[config.mk]
export PLATFORM = sky130hd
export DESIGN_NAME = step_clkgen
export DESIGN_NICKNAME = d
export VERILOG_FILES = /design/src/rtl/clkgen_pkg.sv /design/src/rtl/clkdiv.sv /design/src/rtl/step_clkgen.sv
export SDC_FILE = /design/constraint.sdc
export NUM_CORES = 1
export LEC_CHECK = 0
export ABC_AREA = 1
export CORE_MARGIN = 3
export CORE_UTILIZATION = 25
export CTS_CLUSTER_SIZE = 24
export DETAILED_ROUTE_END_ITERATION = 10
export PLACE_DENSITY = 0.46
export SLEW_MARGIN = 20
export SYNTH_ARGS = -nofsm -noshare
export SYNTH_HDL_FRONTEND = slang
export SYNTH_SLANG_ARGS = --single-unit
[constraint.sdc]
create_clock -name clk -period 3.58 [get_ports clk]
set_input_delay 0.895 -clock clk [delete_from_list [all_inputs] [get_ports clk]]
set_output_delay 0.895 -clock clk [all_outputs]
set_load 0.01 [all_outputs]
[src/rtl/clkgen_pkg.sv]
// Shared types and board-level defaults for the step/auto clock generator.
// Default timing is derived here so that the board constants live in one place.
package clkgen_pkg;

  typedef enum logic [2:0] {IDLE, ARM, PULSE, HELD, REL} step_state_t;

  localparam int CLK_HZ      = 50_000_000;
  localparam int DEBOUNCE_MS = 10;
  localparam int AUTO_HZ     = 100;

  function automatic int calc_div_half(input int clk_hz, input int auto_hz);
    return clk_hz / (2 * auto_hz);
  endfunction

  function automatic int max_int(input int a, input int b);
    return (a > b) ? a : b;
  endfunction

endpackage

[src/rtl/clkdiv.sv]
// Free-running divider: toggles its output every DIV_HALF cycles for a 50% duty clock.
// The output is a flop, so it is safe to feed straight into the clock mux.
module clkdiv #(
  parameter int DIV_HALF = 250_000
) (
  input  logic clk,
  input  logic rst,
  output logic clk_div_out
);

  localparam int DW = (DIV_HALF > 1) ? $clog2(DIV_HALF) : 1;
  localparam logic [DW-1:0] TERM = DW'(DIV_HALF - 1);

  logic [DW-1:0] dcount_reg;
  logic          out_reg;

  always_ff @(posedge clk) begin
    if (rst) begin
      dcount_reg <= '0;
      out_reg    <= 1'b0;
    end else if (dcount_reg == TERM) begin
      dcount_reg <= '0;
      out_reg    <= ~out_reg;
    end else begin
      dcount_reg <= dcount_reg + DW'(1);
    end
  end

  assign clk_div_out = out_reg;

endmodule

[src/rtl/step_clkgen.sv]
// Produces the single-step clock (one debounced, fixed-width pulse per button press)
// and the free-running divided clock that the downstream clock mux chooses between.
module step_clkgen
  import clkgen_pkg::*;
#(
  parameter int DEBOUNCE_CYCLES  = (CLK_HZ / 1000) * DEBOUNCE_MS,
  parameter int STEP_HIGH_CYCLES = 25_000,
  parameter int DIV_HALF         = calc_div_half(CLK_HZ, AUTO_HZ),
  parameter int CNT_W            = 8
) (
  input  logic             clk,
  input  logic             rst,
  input  logic             key_n,
  output logic             step_clk,
  output logic             auto_clk,
  output logic [CNT_W-1:0] press_cnt,
  output logic             busy
);

  localparam int DCNT_MAX = max_int(DEBOUNCE_CYCLES, STEP_HIGH_CYCLES);
  localparam int DCNT_W   = (DCNT_MAX > 1) ? $clog2(DCNT_MAX) : 1;
  localparam logic [DCNT_W-1:0] DEB_LAST  = DCNT_W'(DEBOUNCE_CYCLES - 1);
  localparam logic [DCNT_W-1:0] STEP_LAST = DCNT_W'(STEP_HIGH_CYCLES - 1);

  logic              key_meta_reg;
  logic              key_s_reg;
  step_state_t       state_reg;
  step_state_t       state_next;
  logic [DCNT_W-1:0] dcnt_reg;
  logic [DCNT_W-1:0] dcnt_next;
  logic [CNT_W-1:0]  press_cnt_reg;
  logic              press_inc;
  logic              step_clk_reg;
  logic              busy_reg;

  // Outputs are registered from the next-state so they track the state register exactly.
  always_ff @(posedge clk) begin
    if (rst) begin
      key_meta_reg  <= 1'b1;
      key_s_reg     <= 1'b1;
      state_reg     <= IDLE;
      dcnt_reg      <= '0;
      press_cnt_reg <= '0;
      step_clk_reg  <= 1'b0;
      busy_reg      <= 1'b0;
    end else begin
      key_meta_reg  <= key_n;
      key_s_reg     <= key_meta_reg;
      state_reg     <= state_next;
      dcnt_reg      <= dcnt_next;
      if (press_inc) press_cnt_reg <= press_cnt_reg + CNT_W'(1);
      step_clk_reg  <= (state_next == PULSE);
      busy_reg      <= (state_next != IDLE);
    end
  end

  always_comb begin
    state_next = state_reg;
    dcnt_next  = dcnt_reg;
    press_inc  = 1'b0;
    case (state_reg)
      IDLE: begin
        if (!key_s_reg) begin
          state_next = ARM;
          dcnt_next  = '0;
        end
      end
      ARM: begin
        if (key_s_reg) begin
          state_next = IDLE;
          dcnt_next  = '0;
        end else if (dcnt_reg == DEB_LAST) begin
          state_next = PULSE;
          dcnt_next  = '0;
          press_inc  = 1'b1;
        end else begin
          dcnt_next = dcnt_reg + DCNT_W'(1);
        end
      end
      PULSE: begin
        // Key is ignored here so the pulse always runs to full width.
        if (dcnt_reg == STEP_LAST) begin
          state_next = HELD;
          dcnt_next  = '0;
        end else begin
          dcnt_next = dcnt_reg + DCNT_W'(1);
        end
      end
      HELD: begin
        if (key_s_reg) begin
          state_next = REL;
          dcnt_next  = '0;
        end
      end
      REL: begin
        if (!key_s_reg) begin
          state_next = HELD;
          dcnt_next  = '0;
        end else if (dcnt_reg == DEB_LAST) begin
          state_next = IDLE;
          dcnt_next  = '0;
        end else begin
          dcnt_next = dcnt_reg + DCNT_W'(1);
        end
      end
      default: begin
        state_next = IDLE;
        dcnt_next  = '0;
      end
    endcase
  end

  clkdiv #(
    .DIV_HALF(DIV_HALF)
  ) u_clkdiv (
    .clk        (clk),
    .rst        (rst),
    .clk_div_out(auto_clk)
  );

  assign step_clk  = step_clk_reg;
  assign press_cnt = press_cnt_reg;
  assign busy      = busy_reg;

endmodule

==> flow_metrics.py <==
metrics = {
    "outcome": {
        "outcome": "finished, final reports clean",
    },
    "job": {
        "maxCapViolations": 0,
    },
    "detailed_routing": {
        "drt_wl_total_um": 6430,
        "via_per_inst": 4.46,
        "firstDrtPassIters": 4,
        "wl_per_cell_um": 11.3,
        "vias": 2530,
        "drtIter0Drc": 190,
        "ant_nets": 0,
        "drcViolationCount": 0,
    },
    "place": {
        "place_hpwl_um": 4910,
        "placed_area_um2": 3150,
        "post-place-ws_ns": 0.966,
        "portBuffers": 13,
        "dp.cells": 560,
        "place_congestion": 0.771,
    },
    "grt": {
        "grt_pass1_vias": 2523,
        "grt_max_degree": 18,
        "grt_overflow": 0,
        "grt_pass1_wl_um": 11400,
        "track_usage_pct": 10.7,
        "antenna_found_initial": 0,
    },
    "floorplan": {
        "die-area_um2": 12900,
        "coreArea_um2": 11100,
        "die_x_um": 113,
        "io_pins": 14,
        "rows": 38,
        "start_util_pct": 26.0,
        "die_h_um": 113,
    },
    "critical_path": {
        "cp.required_ns": 3.77,
        "critPathTopFamily": "buffers and inverters",
        "cp-start-kind": "primary input",
        "r2r_end": "u_clkdiv.dcount_reg[14]",
        "critPathCaptureType": "register",
        "max_stage_delay_ns": 0.66,
        "worstReg2RegStart": "u_clkdiv.dcount_reg[0]",
        "arrival_ns": 2.46,
        "crit_type": "primary input to register",
        "path_common_cell": "inv_1",
        "slowest_stage": "clkdlybuf4s50_1",
        "path_buf_inv": 4,
        "cp_cell_sequence": "clkdlybuf4s50_1 > inv_1 > nand2_2 > inv_1 > nand2_1 > inv_1",
        "rrSetupSlack_ns": 1.61,
        "startpoint": "rst",
        "rr_worst_depth": 8,
        "critPathMaxFanout": 17,
    },
    "timing": {
        "worst_pin_slew_ns": 0.520,
        "max_slew_margin_pct": 65.0,
        "final_hold_viol_count": 0,
        "min_period_ns": 2.26,
        "max_freq_ghz": 0.442,
        "timing.final.ws_setup_ns": 1.32,
        "finalSetupTns_ns": 0,
        "fin_skew_ns": 0.00611,
        "fin_crit_sh_pct": 63.2,
        "setup_viol": 0,
        "rsz0062_at_grt": "false",
        "drv_slew": 0,
    },
    "synth": {
        "netlist_instances": 413,
        "synthSimpleGateAreaFrac_pct": 41.8,
        "syn_avg_cell_area_um2": 6.99,
        "synth_warnings": 0,
        "synth.area.top_cells": "dfxtp_1, nand2_1, nor2_1",
        "synth-seq-cells": 53,
        "synth_top_family_by_area": "simple AND/OR/NAND/NOR gates",
        "synth_top_cell_by_area": "dfxtp_1",
        "yosysSeqAreaShare_pct": 36.8,
        "synth-adder-area-share_pct": 1.30,
        "synth_mux_area_share_pct": 0,
        "synth_compound_area_share_pct": 7.24,
        "synth_top_area_share_pct": 36.8,
        "synth_xor_xnor_area_share_pct": 4.25,
        "synth_fp_nets": 419,
        "synth.distinct_cells": 38,
        "syn_area_um2": 2890,
    },
    "layout": {
        "n_antenna_cell": 0,
        "instances_no_fill": 567,
        "final_nets": 433,
        "nFillCells": 1198,
        "largest_reg_flops": 19,
        "fin_area_um2": 3290,
        "drive_gt1_share_pct": 8.90,
        "syn_to_final_growth_pct": 14.1,
    },
    "worst_hold_path": {
        "hold_path_class": "register to register",
        "min-delay-start": "key_meta_reg",
        "hold_path_end": "key_s_reg",
        "min_delay_path_depth": 1,
    },
    "clock_tree": {
        "cts_setup_buffers": 0,
        "clock_path_buffers": 2,
        "numCtsBuffers": 5,
        "htreeDepth": 2,
        "clock-root-buffer": "clkbuf_16",
        "clk_pin_slew_worst_paths_ns": 0.06,
        "clock-sinks": 53,
        "tritoncts": "done",
        "hold_buffers": 0,
        "post_cts_resized": 0,
        "clkLatencyLatePin_ns": 0.29,
    },
    "pwr": {
        "power_density_nw_per_um2": 341,
        "vdd_drop_max_v": 0.000190,
        "p_leak_nw": 1.15,
    },
}
==> routing by layer <==
layer	up-vias	routed length, um	global-route usage, %
li1	1375	-	-
met1	1116	3200	14.2
met2	29	2920	17.5
met3	10	189	2.33
met4	0	117	3.45
met5	-	0	0
==> synthesized netlist by cell type, drive strengths merged <==
master	instances
xnor2	5
ha	3
dfxtp	53
nand3b	3
nand4	18
and2	1
o2111ai	1
a22oi	1
nor3	22
nor4	3
inv	55
o211ai	1
or2	3
clkbuf	2
a21oi	20
buf	4
a31oi	2
nand3	27
nor3b	4
nor2	72
nand2	90
o21ai	12
xor2	9
a31o	1
and3	1
==> power by group <==
part | internal (mW) | total [mW] | switching, mW
combinational | 0.0130 | 0.0430 | 0.0300
sequential | 0.595 | 0.599 | 0.00464
clock | 0.275 | 0.480 | 0.205
==> final cells by class <==
cell class,count,area (um2),area share (%)
clock buffer,7,143,4.33
inverter,55,206,6.27
multi-input combinational,299,1580,47.9
sequential,53,1060,32.2
tap,140,175,5.32
timing repair buffer,13,130,3.95
==> how the worst max path moves through the flow <==
stage	slack, ns	to	cells past startpoint
3_3_place_gp	1.0	u_clkdiv.dcount_reg[14]	6
2_1_floorplan	1.82	dcnt_reg[4]	5
6_report	1.32	u_clkdiv.dcount_reg[14]	6
5_1_grt	1.05	u_clkdiv.dcount_reg[8]	6
4_1_cts	1.28	u_clkdiv.dcount_reg[8]	6
3_5_place_dp	0.97	u_clkdiv.dcount_reg[8]	6
==> through the flow <==
step | power [mW] | utilization, % | hold slack [ns]
finish | 1.12 | 29.7 | 0.407
global route | 1.18 | 29.7 | 0.446
CTS | 1.15 | 29.7 | 0.409
detailed placement | 0.657 | 28.4 | 0.393
global placement | 0.657 | 28.4 | 0.395
floorplan | 0.649 | - | 0.389
==> placed cells by master (no fill, tap or decap), types with 2 or more instances in the layout <==
cell              n
a21oi_1          20
a31oi_1           2
clkbuf_16         5
clkdlybuf4s50_1  13
dfxtp_1          53
ha_1              3
inv_1            53
inv_2             2
nand2_1          82
nand2_2           6
nand2_4           2
nand3_1          25
nand3b_1          3
nand4_1          18
nor2_1           67
nor2_2            3
nor2_4            2
nor3_1           11
nor3_2            9
nor3_4            2
nor3b_1           4
nor4_1            3
o21ai_0          11
or2_2             2
xnor2_1           5
xor2_1            9
==> worst register-to-register path: stages, from the launching register on <==
cell     delay, ns
dfxtp_1       0.43
ha_1          0.25
nand4_1       0.15
nor4_1        0.40
nand2_1       0.13
nand2_2       0.30
inv_1         0.10
nand2_1       0.08
inv_1         0.03
==> kinds of logic after synthesis <==
group,Yosys count
AOI/OAI and AO/OA,38
xor gates and xnor gates,14
adders and majority gates,3
buffers and inverters,61
DFF,53
and+or+nand+nor,244
Power figures use the tool's default switching activity.
